File: src/rtl/brcomp_iter_pkg.sv
// Shared types and default sizing for the iterative branch comparator.
package brcomp_pkg;

    // Comparator sequencing states.
    typedef enum logic [1:0] {
        IDLE = 2'd0,
        CMP  = 2'd1,
        DONE = 2'd2
    } brcomp_state_e;

    // Default operand width and bits examined per cycle.
    localparam int BRCOMP_WIDTH_DEF = 32;
    localparam int BRCOMP_CHUNK_DEF = 8;

endpackage

File: src/rtl/brcomp_iter_if.sv
// Request/result bundle between the register-file read stage and the
// iterative branch comparator. The comparator side uses the slave modport.
interface brcomp_iter_if
    import brcomp_pkg::*;
#(
    parameter int WIDTH = BRCOMP_WIDTH_DEF
);
    logic             i_valid;
    logic             o_ready;
    logic [WIDTH-1:0] i_rs1_data;
    logic [WIDTH-1:0] i_rs2_data;
    logic             i_br_unsigned;
    logic             o_valid;
    logic             i_ready;
    logic             o_br_less;
    logic             o_br_equal;
    logic             o_busy;

    modport slave (
        input  i_valid, i_rs1_data, i_rs2_data, i_br_unsigned, i_ready,
        output o_ready, o_valid, o_br_less, o_br_equal, o_busy
    );

    modport master (
        output i_valid, i_rs1_data, i_rs2_data, i_br_unsigned, i_ready,
        input  o_ready, o_valid, o_br_less, o_br_equal, o_busy
    );
endinterface

File: src/rtl/brcomp_iter_chunk.sv
// Combinational unsigned compare of one CHUNK-bit slice of each operand.
module brcomp_chunk #(
    parameter int CHUNK = 8
) (
    input  logic [CHUNK-1:0] a,
    input  logic [CHUNK-1:0] b,
    output logic             lt,
    output logic             eq
);
    assign lt = (a < b);
    assign eq = (a == b);
endmodule

File: src/rtl/brcomp_iter.sv
// Iterative branch comparator: compares two WIDTH-bit operands CHUNK bits
// per cycle, most significant chunk first, signed or unsigned.
// Optional build macro BRCOMP_EARLY_EXIT_EN: finish on the first differing
// chunk instead of always walking all chunks (results are identical).
module brcomp_iter
    import brcomp_pkg::*;
#(
    parameter int WIDTH = BRCOMP_WIDTH_DEF,
    parameter int CHUNK = BRCOMP_CHUNK_DEF
) (
    input  logic         i_clk,
    input  logic         i_rst_n,
    brcomp_iter_if.slave bus
);
    localparam int N  = WIDTH / CHUNK;
    localparam int KW = (N > 1) ? $clog2(N) : 1;
    localparam logic [KW-1:0]    LAST_K   = KW'(N - 1);
    // Flipping the sign bit maps two's-complement order onto unsigned order.
    localparam logic [WIDTH-1:0] MSB_MASK = WIDTH'(1) << (WIDTH - 1);

    generate
        if (WIDTH % CHUNK != 0) begin : g_bad_chunk
            $error("brcomp_iter: WIDTH must be a multiple of CHUNK");
        end
    endgenerate

    brcomp_state_e    state_reg, state_next;
    logic [WIDTH-1:0] a_reg, a_next;
    logic [WIDTH-1:0] b_reg, b_next;
    logic [KW-1:0]    k_reg, k_next;
    logic             found_reg, found_next;   // an earlier chunk differed
    logic             lessw_reg, lessw_next;   // ordering of that first difference
    logic             less_reg, less_next;
    logic             equal_reg, equal_next;
    logic             valid_reg, ready_reg, busy_reg;

    // Operand slices, index 0 = most significant chunk.
    logic [CHUNK-1:0] a_chunks [N];
    logic [CHUNK-1:0] b_chunks [N];
    logic             chunk_lt, chunk_eq;

    generate
        for (genvar gi = 0; gi < N; gi++) begin : g_slice
            assign a_chunks[gi] = a_reg[WIDTH-1-gi*CHUNK -: CHUNK];
            assign b_chunks[gi] = b_reg[WIDTH-1-gi*CHUNK -: CHUNK];
        end
    endgenerate

    brcomp_chunk #(.CHUNK(CHUNK)) u_chunk (
        .a  (a_chunks[k_reg]),
        .b  (b_chunks[k_reg]),
        .lt (chunk_lt),
        .eq (chunk_eq)
    );

    logic diff_now, last_chunk, leave_cmp;

    // Next-state and datapath updates for the IDLE/CMP/DONE sequence.
    always_comb begin
        state_next = state_reg;
        a_next     = a_reg;
        b_next     = b_reg;
        k_next     = k_reg;
        found_next = found_reg;
        lessw_next = lessw_reg;
        less_next  = less_reg;
        equal_next = equal_reg;
        diff_now   = 1'b0;
        last_chunk = 1'b0;
        leave_cmp  = 1'b0;

        case (state_reg)
            IDLE: begin
                if (bus.i_valid) begin
                    a_next     = bus.i_br_unsigned ? bus.i_rs1_data : (bus.i_rs1_data ^ MSB_MASK);
                    b_next     = bus.i_br_unsigned ? bus.i_rs2_data : (bus.i_rs2_data ^ MSB_MASK);
                    k_next     = '0;
                    found_next = 1'b0;
                    lessw_next = 1'b0;
                    less_next  = 1'b0;
                    equal_next = 1'b0;
                    state_next = CMP;
                end
            end
            CMP: begin
                diff_now   = !found_reg && !chunk_eq;
                last_chunk = (k_reg == LAST_K);
                if (diff_now) begin
                    found_next = 1'b1;
                    lessw_next = chunk_lt;
                end
`ifdef BRCOMP_EARLY_EXIT_EN
                leave_cmp = last_chunk || diff_now;
`else
                leave_cmp = last_chunk;
`endif
                if (leave_cmp) begin
                    state_next = DONE;
                    k_next     = '0;
                    less_next  = diff_now ? chunk_lt : lessw_reg;
                    equal_next = !(found_reg || diff_now);
                end else begin
                    k_next = k_reg + KW'(1);
                end
            end
            DONE: begin
                if (bus.i_ready) begin
                    state_next = IDLE;
                end
            end
            default: state_next = IDLE;
        endcase
    end

    // State, operand, counter and result registers; handshake flags are
    // registered from the next state so every output comes from a flop.
    always_ff @(posedge i_clk or negedge i_rst_n) begin
        if (!i_rst_n) begin
            state_reg <= IDLE;
            a_reg     <= '0;
            b_reg     <= '0;
            k_reg     <= '0;
            found_reg <= 1'b0;
            lessw_reg <= 1'b0;
            less_reg  <= 1'b0;
            equal_reg <= 1'b0;
            valid_reg <= 1'b0;
            ready_reg <= 1'b1;
            busy_reg  <= 1'b0;
        end else begin
            state_reg <= state_next;
            a_reg     <= a_next;
            b_reg     <= b_next;
            k_reg     <= k_next;
            found_reg <= found_next;
            lessw_reg <= lessw_next;
            less_reg  <= less_next;
            equal_reg <= equal_next;
            valid_reg <= (state_next == DONE);
            ready_reg <= (state_next == IDLE);
            busy_reg  <= (state_next != IDLE);
        end
    end

    assign bus.o_valid    = valid_reg;
    assign bus.o_ready    = ready_reg;
    assign bus.o_busy     = busy_reg;
    assign bus.o_br_less  = less_reg;
    assign bus.o_br_equal = equal_reg;

endmodule

File: src/flat_wrapper.sv
// flat-port wrapper written by rule: the top's interface ports become plain ports
module brcomp_iter_flat import brcomp_pkg::*;
#(
    parameter int WIDTH = BRCOMP_WIDTH_DEF,
    parameter int CHUNK = BRCOMP_CHUNK_DEF
)
  (i_clk, i_rst_n, bus_i_valid, bus_i_rs1_data, bus_i_rs2_data, bus_i_br_unsigned, bus_i_ready, bus_o_ready, bus_o_valid, bus_o_br_less, bus_o_br_equal, bus_o_busy);
  brcomp_iter_if #(.WIDTH(WIDTH)) bus_i ();
  input  logic i_clk;
  input  logic i_rst_n;
  input wire logic [$bits(bus_i.i_valid)-1:0] bus_i_valid;
  input wire logic [$bits(bus_i.i_rs1_data)-1:0] bus_i_rs1_data;
  input wire logic [$bits(bus_i.i_rs2_data)-1:0] bus_i_rs2_data;
  input wire logic [$bits(bus_i.i_br_unsigned)-1:0] bus_i_br_unsigned;
  input wire logic [$bits(bus_i.i_ready)-1:0] bus_i_ready;
  output wire logic [$bits(bus_i.o_ready)-1:0] bus_o_ready;
  output wire logic [$bits(bus_i.o_valid)-1:0] bus_o_valid;
  output wire logic [$bits(bus_i.o_br_less)-1:0] bus_o_br_less;
  output wire logic [$bits(bus_i.o_br_equal)-1:0] bus_o_br_equal;
  output wire logic [$bits(bus_i.o_busy)-1:0] bus_o_busy;
  assign bus_i.i_valid = bus_i_valid;
  assign bus_i.i_rs1_data = bus_i_rs1_data;
  assign bus_i.i_rs2_data = bus_i_rs2_data;
  assign bus_i.i_br_unsigned = bus_i_br_unsigned;
  assign bus_i.i_ready = bus_i_ready;
  assign bus_o_ready = bus_i.o_ready;
  assign bus_o_valid = bus_i.o_valid;
  assign bus_o_br_less = bus_i.o_br_less;
  assign bus_o_br_equal = bus_i.o_br_equal;
  assign bus_o_busy = bus_i.o_busy;
  brcomp_iter #(.WIDTH(WIDTH), .CHUNK(CHUNK)) u_core (.i_clk(i_clk), .i_rst_n(i_rst_n), .bus(bus_i));
endmodule
File: config.mk
export PLATFORM = sky130hd
export DESIGN_NAME = brcomp_iter_flat
export DESIGN_NICKNAME = d
export VERILOG_FILES = /design/src/rtl/brcomp_iter_pkg.sv /design/src/rtl/brcomp_iter_if.sv /design/src/rtl/brcomp_iter_chunk.sv /design/src/rtl/brcomp_iter.sv /design/src/flat_wrapper.sv
export SDC_FILE = /design/constraint.sdc
export NUM_CORES = 1
export LEC_CHECK = 0
export BUFFER_PORTS_ARGS = -buffer_cell sky130_fd_sc_hd__buf_2
export CORE_ASPECT_RATIO = 0.5
export CORE_UTILIZATION = 55
export DETAILED_ROUTE_END_ITERATION = 10
export PLACE_DENSITY_LB_ADDON = 0.25
export SKIP_LAST_GASP = 1
export SLEW_MARGIN = 20
export SYNTH_ARGS = -nofsm -noshare
export SYNTH_HDL_FRONTEND = slang
export SYNTH_SLANG_ARGS = --single-unit
File: constraint.sdc
create_clock -name i_clk -period 3 [get_ports i_clk]
set_input_delay 0.3 -clock i_clk [delete_from_list [all_inputs] [get_ports i_clk]]
set_output_delay 0.3 -clock i_clk [all_outputs]
set_load 0.01 [all_outputs]
==> impl_metrics.prom <==
# TYPE chip_impl_metric gauge
chip_impl_metric{name="grt_first_pass_wirelength",unit="um"} 11700
chip_impl_info{name="path_cells",value="buf_12 > mux4_2 > ha_1 > nand4_1 > o211ai_1 > nand3_1 > o31ai_1"} 1
chip_impl_metric{name="clock.fmax",unit="MHz"} 368
chip_impl_info{name="startpoint_type",value="flop"} 1
chip_impl_info{name="critical_path.startpoint",value="u_core.k_reg[0]$_DFFE_PN0P_"} 1
chip_impl_metric{name="post_drt_via_cell_ratio",unit=""} 5.39
chip_impl_metric{name="final_weighted_congestion_of_routability_driven_global_placement",unit=""} 0.898
chip_impl_metric{name="cts-hold-fix-buffers",unit=""} 0
chip_impl_metric{name="cts_resized",unit=""} 0
chip_impl_metric{name="synth.avg_cell_area",unit="um2"} 16.4
chip_impl_metric{name="max_vdd_drop",unit="V"} 0.000467
chip_impl_metric{name="worstPathRequired",unit="ns"} 3.24
chip_impl_metric{name="synth_seq_cells",unit=""} 75
chip_impl_metric{name="cp_data_arrival_time",unit="ns"} 2.96
chip_impl_metric{name="num_antenna_cells",unit=""} 0
chip_impl_metric{name="multi_input_area",unit="um2"} 1660
chip_impl_info{name="critical-path-slowest-cell",value="sky130_fd_sc_hd__dfrtp_1"} 1
chip_impl_metric{name="hpwl",unit="um"} 5090
chip_impl_metric{name="via_count_of_the_first_global_routing_pass",unit=""} 2313
chip_impl_metric{name="setup_tns",unit="ns"} 0
chip_impl_metric{name="flip_flop_and_latch_area",unit="um2"} 1880
chip_impl_metric{name="synth_seq_area_share",unit="%"} 50.2
chip_impl_metric{name="critPathBufInv",unit=""} 1
chip_impl_info{name="cts_tree",value="done"} 1
chip_impl_metric{name="wl_per_cell",unit="um"} 18.2
chip_impl_info{name="status",value="finished clean"} 1
chip_impl_metric{name="die_width",unit="um"} 119
chip_impl_metric{name="initial_core_utilization",unit="%"} 59.3
chip_impl_metric{name="setup_viol",unit=""} 0
chip_impl_info{name="crit-reg2reg-launch",value="u_core.k_reg[0]$_DFFE_PN0P_"} 1
chip_impl_info{name="mostFrequentLayoutCell",value="sky130_fd_sc_hd__dfrtp_1"} 1
chip_impl_info{name="hold_path_class",value="in -> async"} 1
chip_impl_metric{name="drc",unit=""} 0
chip_impl_metric{name="worst-path-max-fanout",unit=""} 10
chip_impl_metric{name="postCtsSetupBuffers",unit=""} 0
chip_impl_metric{name="leak_pwr",unit="nW"} 2.22
chip_impl_metric{name="core-area",unit="um2"} 6310
chip_impl_metric{name="synthDistinctLibCells",unit=""} 35
chip_impl_metric{name="synth.net_count",unit=""} 306
chip_impl_metric{name="final_nets",unit=""} 382
chip_impl_metric{name="clk_path_buf_depth",unit=""} 2
chip_impl_metric{name="maxSlewViolCount",unit=""} 0
chip_impl_metric{name="yosysWarnings",unit=""} 0
chip_impl_info{name="timing_worst_setup_path_type",value="reg -> reg"} 1
chip_impl_metric{name="die_y",unit="um"} 60.3
chip_impl_metric{name="n_fill_cell",unit=""} 462
chip_impl_info{name="layout.cells.most_common_list",value="sky130_fd_sc_hd__dfrtp_1, sky130_fd_sc_hd__buf_2, sky130_fd_sc_hd__mux2_4"} 1
chip_impl_metric{name="wl",unit="um"} 7180
chip_impl_metric{name="maximum_number_of_pins_on_one_net_before_global_route_repair",unit=""} 76
chip_impl_metric{name="post-route-min-period",unit="ns"} 2.72
chip_impl_metric{name="placedInstanceArea",unit="um2"} 4100
chip_impl_metric{name="drtIter0Drc",unit=""} 157
chip_impl_metric{name="power_density",unit="nW/um2"} 1170
chip_impl_metric{name="cp_slowest_stage_delay",unit="ns"} 0.74
chip_impl_metric{name="clkLatencyLatePin",unit="ns"} 0.33
chip_impl_info{name="endpoint_kind",value="flop"} 1
chip_impl_info{name="cell_types_occupying_the_most_area_after_synthesis",value="sky130_fd_sc_hd__dfrtp_1, sky130_fd_sc_hd__mux2_4, sky130_fd_sc_hd__mux4_2, sky130_fd_sc_hd__buf_12, sky130_fd_sc_hd__ha_1"} 1
chip_impl_metric{name="die-area",unit="um2"} 7160
chip_impl_metric{name="worstMarginPinSlew",unit="ns"} 0.925
chip_impl_info{name="synth_top_area_cell",value="sky130_fd_sc_hd__dfrtp_1"} 1
chip_impl_metric{name="drt-pass1-iter-count",unit=""} 4
chip_impl_metric{name="h-tree-depth",unit=""} 3
chip_impl_metric{name="syn_area",unit="um2"} 3740
chip_impl_metric{name="finalPower",unit="mW"} 5.09
chip_impl_metric{name="vias",unit=""} 2125
chip_impl_metric{name="area_delta_synth_final",unit="%"} 16.3
chip_impl_metric{name="synthesis.instances",unit=""} 228
chip_impl_metric{name="stdcell_area",unit="um2"} 4350
chip_impl_metric{name="row_count",unit=""} 20
chip_impl_metric{name="timing_hold_violations_final",unit=""} 0
chip_impl_metric{name="timing.clock.skew",unit="ns"} 0.00640
chip_impl_metric{name="cts_buffers",unit=""} 9
chip_impl_metric{name="placement.io_buffers",unit=""} 73
chip_impl_metric{name="numClockSinks",unit=""} 75
chip_impl_metric{name="grt_util_all_layers",unit="%"} 22.6
chip_impl_metric{name="grt-ovfl-total",unit=""} 0
chip_impl_metric{name="maxcap_viol_count",unit=""} 0
chip_impl_metric{name="synth.top_cell.area_share",unit="%"} 49.5
chip_impl_info{name="grt_setup_unrepaired",value="false"} 1
chip_impl_info{name="worst_path_dominant_cell_family",value="flip-flops"} 1
chip_impl_metric{name="timing.slew.headroom",unit="%"} 38.3
chip_impl_metric{name="worst_setup_hold_path_clk_slew",unit="ns"} 0.05
chip_impl_metric{name="num_io_pins",unit=""} 74
chip_impl_info{name="ctsRootBufferMaster",value="sky130_fd_sc_hd__clkbuf_16"} 1
chip_impl_metric{name="layout_cell_share_with_drive_strength_beyond_1",unit="%"} 54.9
chip_impl_metric{name="final_antenna_net_count",unit=""} 0
chip_impl_metric{name="timing.final.crit_share",unit="%"} 90.6
chip_impl_metric{name="antenna_found_initial",unit=""} 0
Yosys cell counts:
cell                       count
sky130_fd_sc_hd__buf_12        6
sky130_fd_sc_hd__dfrtp_1      74
sky130_fd_sc_hd__a32oi_1       1
sky130_fd_sc_hd__mux4_2       16
sky130_fd_sc_hd__mux2_4       62
sky130_fd_sc_hd__o21a_1        1
sky130_fd_sc_hd__or2b_1        1
sky130_fd_sc_hd__o21bai_1      1
sky130_fd_sc_hd__nor2_1        2
sky130_fd_sc_hd__and2b_2       1
sky130_fd_sc_hd__a31oi_1       1
sky130_fd_sc_hd__or2_1         1
sky130_fd_sc_hd__xor2_1        2
sky130_fd_sc_hd__o21ai_0       2
sky130_fd_sc_hd__a21oi_1       4
sky130_fd_sc_hd__and3_1        1
sky130_fd_sc_hd__o21ai_1       2
sky130_fd_sc_hd__o41ai_1       1
sky130_fd_sc_hd__buf_6         2
sky130_fd_sc_hd__inv_1        11
sky130_fd_sc_hd__dfstp_2       1
sky130_fd_sc_hd__o211ai_1      1
sky130_fd_sc_hd__clkbuf_1      1
sky130_fd_sc_hd__nor2b_1       1
sky130_fd_sc_hd__o31ai_1       2
sky130_fd_sc_hd__nand3_1       1
sky130_fd_sc_hd__buf_2         2
sky130_fd_sc_hd__ha_1          9
sky130_fd_sc_hd__buf_4         1
sky130_fd_sc_hd__a31o_1        1
sky130_fd_sc_hd__nand2b_1      1
sky130_fd_sc_hd__a22o_1        2
sky130_fd_sc_hd__nand2_1      10
sky130_fd_sc_hd__nor4_1        1
sky130_fd_sc_hd__nand4_1       2
layout make-up:
class | count | area share (%)
flip-flops and latches | 75 | 43.2
multi-input cells | 130 | 38.2
repair buffers | 77 | 9.43
clock buffers | 13 | 5.75
well taps | 88 | 2.53
inverters | 11 | 0.949
per-layer routing:
layer / up-vias / global-route usage (%) / routed length [um]
met5: - / 0 / 0
met4: 0 / 9.40 / 57
met2: 76 / 34.4 / 3230
met1: 1067 / 31.3 / 3440
met3: 4 / 6.48 / 457
li1: 978 / - / -
worst paths after layout:
| check | endpoint | slack, ns | cells past startpoint |
|---|---|---|---|
| setup / recovery | u_core.lessw_reg$_DFFE_PN0P_ | 0.28 | 7 |
| hold / removal | u_core.a_chunks[16]$_DFFE_PN0P_ | 0.10 | 1 |
| setup reg to reg | u_core.lessw_reg$_DFFE_PN0P_ | 0.28 | 7 |
| hold reg to reg | u_core.bus.o_br_equal$_DFFE_PN0P_ | 0.50 | 1 |
| max in group asynchronous | u_core.b_chunks[8]$_DFFE_PN0P_ | 2.29 | 1 |
| min in group i_clk | u_core.b_chunks[10]$_DFFE_PN0P_ | 0.19 | 2 |
per-stage QoR:
step | worst slack (ns) | std cells | utilization (%) | hold slack (ns)
2_1_floorplan | 0.507 | 228 | - | 0.00441
3_3_place_gp | 0.417 | 381 | 65.0 | 0.470
3_5_place_dp | 0.308 | 381 | 65.0 | 0.487
4_1_cts | 0.266 | 394 | 69.0 | 0.140
5_1_grt | 0.0376 | 394 | 69.0 | 0.182
6_report | 0.281 | 394 | 69.0 | 0.104
report_power, final:
part / leakage (nW) / internal (mW) / switching, mW / total [mW]
combinational: 1.21 / 1.39 / 0.863 / 2.26
sequential: 0.888 / 1.53 / 0.374 / 1.90
clock: 0.122 / 0.568 / 0.367 / 0.936
cells by family (layout without fill, tap and decap cells):
family | after synthesis | in the layout | share of synthesized area [%]
simple gates | 22 | 22 | 2.94
buf+inv | 23 | 101 | 5.48
fa+ha+maj | 9 | 9 | 3.01
xor+xnor | 2 | 2 | 0.468
compound gates | 19 | 19 | 3.41
flops | 75 | 75 | 50.2
mux | 78 | 78 | 34.5
(Power assumes the default switching activity.)
